**config.mk**
```make
export PLATFORM = sky130hd
export DESIGN_NAME = pc_fetch_controller
export DESIGN_NICKNAME = d
export VERILOG_FILES = /design/src/rtl/pc_fetch_controller.sv
export SDC_FILE = /design/constraint.sdc
export NUM_CORES = 1
export LEC_CHECK = 0
export CORE_AREA = 3 3 86 105
export DETAILED_ROUTE_END_ITERATION = 16
export DIE_AREA = 0 0 89 108
export GPL_TIMING_DRIVEN = 1
export PLACE_DENSITY = 0.84
export RECOVER_POWER = 25
export SYNTH_ARGS = -nofsm -noshare
export SYNTH_HDL_FRONTEND = slang
export SYNTH_SLANG_ARGS = --single-unit
```
**constraint.sdc**
```tcl
create_clock -name clk -period 4.6 [get_ports clk]
set_input_delay 0.92 -clock clk [delete_from_list [all_inputs] [get_ports clk]]
set_output_delay 0.92 -clock clk [all_outputs]
set_load 0.05 [all_outputs]
```
**src/rtl/pc_fetch_controller.sv**
```systemverilog
// Instruction fetch controller: one outstanding memory request, a single-entry
// instruction buffer, and redirect handling that drains in-flight responses.
module pc_fetch_controller #(
    parameter int unsigned          PC_WIDTH = 16,
    parameter logic [PC_WIDTH-1:0]  RESET_PC = '0
) (
    input  logic                clk,
    input  logic                rst,
    input  logic                redirect_valid,
    input  logic [PC_WIDTH-1:0] redirect_target,
    output logic                imem_req,
    output logic [PC_WIDTH-1:0] imem_addr,
    input  logic                imem_rsp_valid,
    input  logic [31:0]         imem_rsp_data,
    output logic                instr_valid,
    output logic [31:0]         instr,
    output logic [PC_WIDTH-1:0] instr_pc,
    input  logic                instr_ready,
    output logic [PC_WIDTH-1:0] fetch_pc,
    output logic                misalign_err,
    output logic [7:0]          discard_cnt
);

    typedef enum logic [1:0] {IDLE, FETCH, DRAIN, VALID} state_t;

    state_t                r_state, w_state_nxt;
    logic [PC_WIDTH-1:0]   r_fetch_pc, w_fetch_pc_nxt;
    logic [PC_WIDTH-1:0]   r_req_addr;
    logic [31:0]           r_instr;
    logic [PC_WIDTH-1:0]   r_instr_pc;
    logic                  r_misalign;
    logic [7:0]            r_discard_cnt;
    logic                  w_capture;
    logic                  w_discard;
    logic                  w_enter_fetch;

    always_ff @(posedge clk) begin
        if (rst) begin
            r_state       <= IDLE;
            r_fetch_pc    <= RESET_PC;
            r_req_addr    <= RESET_PC;
            r_instr       <= '0;
            r_instr_pc    <= '0;
            r_misalign    <= 1'b0;
            r_discard_cnt <= '0;
        end else begin
            r_state    <= w_state_nxt;
            r_fetch_pc <= w_fetch_pc_nxt;
            if (w_enter_fetch)
                r_req_addr <= w_fetch_pc_nxt;
            if (w_capture) begin
                r_instr    <= imem_rsp_data;
                r_instr_pc <= r_req_addr;
            end
            if (redirect_valid && (redirect_target[1:0] != 2'b00))
                r_misalign <= 1'b1;
            if (w_discard && (r_discard_cnt != '1))
                r_discard_cnt <= r_discard_cnt + 8'd1;
        end
    end

    always_comb begin
        w_state_nxt = r_state;
        unique case (r_state)
            IDLE:  w_state_nxt = FETCH;
            FETCH: begin
                if (redirect_valid)
                    w_state_nxt = imem_rsp_valid ? FETCH : DRAIN;
                else if (imem_rsp_valid)
                    w_state_nxt = VALID;
            end
            DRAIN: if (imem_rsp_valid) w_state_nxt = FETCH;
            VALID: if (redirect_valid || instr_ready) w_state_nxt = FETCH;
            default: w_state_nxt = IDLE;
        endcase
    end

    always_comb begin
        imem_req    = (r_state == FETCH) || (r_state == DRAIN);
        instr_valid = (r_state == VALID) && !redirect_valid;
        w_capture   = (r_state == FETCH) && imem_rsp_valid && !redirect_valid;
        w_discard   = imem_rsp_valid &&
                      (((r_state == FETCH) && redirect_valid) || (r_state == DRAIN));
        if (redirect_valid)
            w_fetch_pc_nxt = {redirect_target[PC_WIDTH-1:2], 2'b00};
        else if (w_capture)
            w_fetch_pc_nxt = r_req_addr + PC_WIDTH'(4);
        else
            w_fetch_pc_nxt = r_fetch_pc;
        // FETCH->FETCH is a fresh request only when the old response was discarded
        w_enter_fetch = (w_state_nxt == FETCH) && ((r_state != FETCH) || w_discard);
    end

    assign imem_addr    = r_req_addr;
    assign instr        = r_instr;
    assign instr_pc     = r_instr_pc;
    assign fetch_pc     = r_fetch_pc;
    assign misalign_err = r_misalign;
    assign discard_cnt  = r_discard_cnt;

endmodule

```
* After elaboration in Yosys (flattened, before gate mapping)
Index checks and enable logic that the tools add are counted.
Storage, ports and cells: register bits after elaboration 91, input port bits 53, output and inout bits 91, word-level logic and storage cells 38
Cells by class: $add $sub $neg 2, equality and inequality tests 6, mux-type cells 8, reductions and logical operators 15
Operator list (number):
- 16-bit 2-to-1 mux | 2
- 16-bit by 3-bit adder with 16-bit output (second input constant) | 1
- 2-bit 2-to-1 mux | 5
- 8-bit by 1-bit adder with 8-bit output (second input constant) | 1
- 1-bit logical AND | 8
- 8-bit inequality test (second input constant) | 1
- 2-bit case mux with 4 select lines | 1
- 2-bit by 1-bit equality test with 1-bit output (second input constant) | 2
- 2-bit equality test (second input constant) | 2
- 1-bit logical OR | 4
- 2-bit logical NOT | 1
- 2-bit by 1-bit inequality test with 1-bit output (second input constant) | 1
- 2-bit nonzero test | 1
- 1-bit logical NOT | 1

* Longest topological paths before layout
depth in word-level cells 6, depth in mapped cells 10, gate-level depth less buffers 7

* Worst setup path before layout
OpenSTA, ideal clock, no wires.
kind input to output, from input redirect_valid, to output instr_valid, arrival time 2.137 ns, data required time 3.680 ns, setup slack 1.543 ns, cell stages on the path 4, path buffers 3, cells stage by stage buf_2 -> buf_2 -> clkbuf_1 -> nor2b_1
On the way: cells in the longest elaborated chain, start to end 2
Ends and longest elaborated chain:
- from (decl) | line 9 | input logic redirect_valid,
- 1-bit logical NOT | line 80 | instr_valid = (r_state == VALID) && !redirect_valid;
- 1-bit logical AND | line 80
- to (decl) | line 15 | output logic instr_valid,
Every way passes these cells.

* Final worst setup path
Same ends and word-level chain as after synthesis.

==> impl_metrics.json <==
{
  "drv.max_cap_violation_count": 0,
  "clock_insertion_delay_worst_skew_ns": 0.36,
  "regToRegStartpoint": "r_state[0]$_SDFF_PP0_",
  "power_frac_clock": 0.307,
  "drt_first_iter_violations": 172,
  "synth_xor_xnor_area_share": 0.0318,
  "grt_pass1_wl_mm": 16.5,
  "synth.avg_cell_area_um2": 8.37,
  "cts-resized-gates": 0,
  "synth-compound-area-share": 0.174,
  "cts.htree.levels": 3,
  "synth_top_flop_cell": "sky130_fd_sc_hd__dfxtp_1",
  "rr_worst_depth": 6,
  "synth_cell_area_mm2": 0.00386,
  "final_cells": 687,
  "routed-via-count": 3606,
  "r2r_endpoint": "instr[14]$_SDFFE_PP0P_",
  "post_route_setup_slack_ns": 1.23,
  "utilization": 0.682,
  "ys_seq_elements": 91,
  "result_of_the_run": "finished, final reports clean",
  "most-common-layout-cells": "sky130_fd_sc_hd__nand2_1 (116), sky130_fd_sc_hd__clkdlybuf4s50_1 (103), sky130_fd_sc_hd__dfxtp_1 (91)",
  "finClkSkew_ns": 0.00939,
  "dieHeight_um": 108,
  "timing_max_transition_violations_final": 0,
  "synth_simple_gate_area_frac": 0.233,
  "critical_path_class": "input pin to output pin",
  "worstPathArrival_ns": 2.45,
  "mostFrequentLayoutCell": "sky130_fd_sc_hd__nand2_1",
  "nNetsFinal": 647,
  "post_synthesis_mux_area_share": 0.0220,
  "drc": 0,
  "static-leakage-power_nw": 2.06,
  "cp_data_required_time_ns": 3.68,
  "preCtsSetupSlack_ns": 1.15,
  "timing.critical_path.from_type": "input pin",
  "cts_buffers": 9,
  "die_area_mm2": 0.00961,
  "worstSetupEndpointType": "output pin",
  "floorplan.core_area_mm2": 0.00806,
  "final_layout_size_suffix_gt1_frac": 0.0659,
  "cts-hold-fix-buffers": 0,
  "post-route-cell-area_mm2": 0.00550,
  "floorplan.io_pins": 144,
  "yosys.cell_types.count": 55,
  "count_of_filler_cells_inserted_in_the_layout": 667,
  "hold_start": "misalign_err$_SDFFE_PP0P_",
  "grt_antenna_before_repair": 0,
  "power.combinational.fraction": 0.223,
  "detailedPlacementHpwl_mm": 7.55,
  "seq_area_frac_synth": 0.472,
  "powerDensity_mw_per_mm2": 338,
  "switching_share": 0.306,
  "gpl.final_weighted_congestion": 0.864,
  "starting_density_of_the_core": 0.479,
  "routed_wl_mm": 10.4,
  "routedWlPerCell_um": 15.2,
  "grt_setup_unrepaired": "no",
  "vias_per_cell": 5.25,
  "placement.cell_area_mm2": 0.00530,
  "sequentialPowerShare": 0.470,
  "hold_end": "misalign_err$_SDFFE_PP0P_",
  "timing.reg2reg.setup_slack_ns": 2.07,
  "max-clock-path-buffers": 2,
  "post-route-min-period_ns": 3.37,
  "worst_hold_path.num_cells": 2,
  "die_w_um": 89,
  "fin_crit_sh": 0.732,
  "drt-pass1-iter-count": 4,
  "clk_transition_reported_paths_ns": 0.08,
  "synth.yosys.warnings": 0,
  "synth.net_count": 521,
  "overflow": 0,
  "std_cell_rows": 36,
  "setup_viol_count_final": 0,
  "tns_ns": 0,
  "power.net_switching_uw": 568,
  "grt_usage": 0.220,
  "tightest_slew_ns": 0.810,
  "antenna_cells_inserted": 0,
  "number_of_synthesized_flops_with_an_enable_pin": 0,
  "vdd_drop_max_uv": 225,
  "first_global_vias": 3418,
  "cts_tree": "yes",
  "detail-route-antenna-nets": 0,
  "pin_count_of_the_biggest_net_entering_global_routing": 44,
  "port-buffer-count": 143,
  "critPathMaxFanout": 2,
  "maximum_clock_frequency_ghz": 0.297,
  "cellInternalPower_mw": 1.29,
  "post_synth_fa_ha_maj_area_fraction": 0.0227,
  "syn_to_final_growth_pct": 42.5,
  "tritoncts_num_sinks": 91,
  "post_synth_inst_count": 461,
  "hold_class": "flop to flop",
  "finalHoldViolations": 0,
  "numPlacedInstances": 671,
  "timing.slew.headroom": 0.460,
  "cts_post_setup_buffers_inserted": 0,
  "synth_top_family_by_area": "simple AND/OR/NAND/NOR gates",
  "clock_tree.root_cell": "sky130_fd_sc_hd__clkbuf_8",
  "synth-async-reset-ratio": 0
}
[final cells by class]
class                           count  area, um2  area share
Tap cell                           95        119      0.0216
Sequential cell                    91       1820       0.331
Clock buffer                       12        135      0.0246
Multi-Input combinational cell    331       1870       0.339
Clock inverter                      4       75.1      0.0136
Timing Repair Buffer              147       1460       0.265
Inverter                            7       26.3     0.00478
[worst max-delay path: stages]
cell	delay (ns)
sky130_fd_sc_hd__dlygate4sd3_1	0.57
sky130_fd_sc_hd__nor2b_1	0.14
sky130_fd_sc_hd__clkdlybuf4s50_1	0.82
[worst max path at each step]
stage	startpoint	to	slack (ns)	cells past startpoint
final	redirect_valid	instr_valid	1.23	3
after detailed placement	imem_rsp_valid	instr[11]$_SDFFE_PP0P_	1.15	6
after global routing	imem_rsp_valid	instr[20]$_SDFFE_PP0P_	1.18	6
after global placement	imem_rsp_valid	instr[8]$_SDFFE_PP0P_	1.23	6
after CTS	redirect_valid	instr_valid	1.35	3
after floorplan	redirect_valid	instr_valid	1.54	4
[cells in the mapped netlist (all sizes together), types with 7 or more instances]
cell / instances / share of area
xnor2: 7 / 0.016
nand2: 116 / 0.11
inv: 7 / 0.0068
a21oi: 57 / 0.074
ha: 7 / 0.023
dfxtp: 91 / 0.47
o21ai: 12 / 0.016
xor2: 7 / 0.016
nand3: 8 / 0.012
and2: 7 / 0.011
clkbuf: 13 / 0.013
buf: 19 / 0.025
nor2: 34 / 0.033
a211oi: 10 / 0.023
[stage by stage]
step,hold WS (ns),total power [mW]
after floorplan,0.579,1.16
after global placement,0.441,1.31
after detailed placement,0.439,1.31
after CTS,0.451,1.88
after global routing,0.467,1.94
final,0.448,1.86
[per-layer routing]
layer,vias up,track usage,part of all wire
met5,-,0,0
met4,0,0.0936,0.023
met3,18,0.0434,0.073
met2,134,0.368,0.48
met1,1636,0.274,0.42
li1,1818,-,-
[power by group through the flow]
stage / Combinational (mW) / Clock [mW] / Sequential, mW
floorplan: 0.150 / 0 / 1.01
global placement: 0.414 / 0 / 0.892
detailed placement: 0.419 / 0 / 0.893
CTS: 0.421 / 0.585 / 0.874
global route: 0.442 / 0.620 / 0.881
finish: 0.414 / 0.570 / 0.874
[flip-flops by register name, summed over array words and instances (netlist names)]
| name | cells |
|---|---|
| instr | 32 |
| fetch_pc | 16 |
| imem_addr | 16 |
| instr_pc | 16 |
| discard_cnt | 8 |
| r_state | 2 |
| misalign_err | 1 |
[kinds of logic after synthesis]
kind of cell | count (synthesis)
AO/OA/AOI/OAI | 106
flip-flops | 91
AND/OR/NAND/NOR | 196
XOR/XNOR | 14
adder cells (fa/ha/maj) | 7
buffers and inverters | 39
multiplexers | 8
Note: power is estimated with default switching activity, not from simulation.
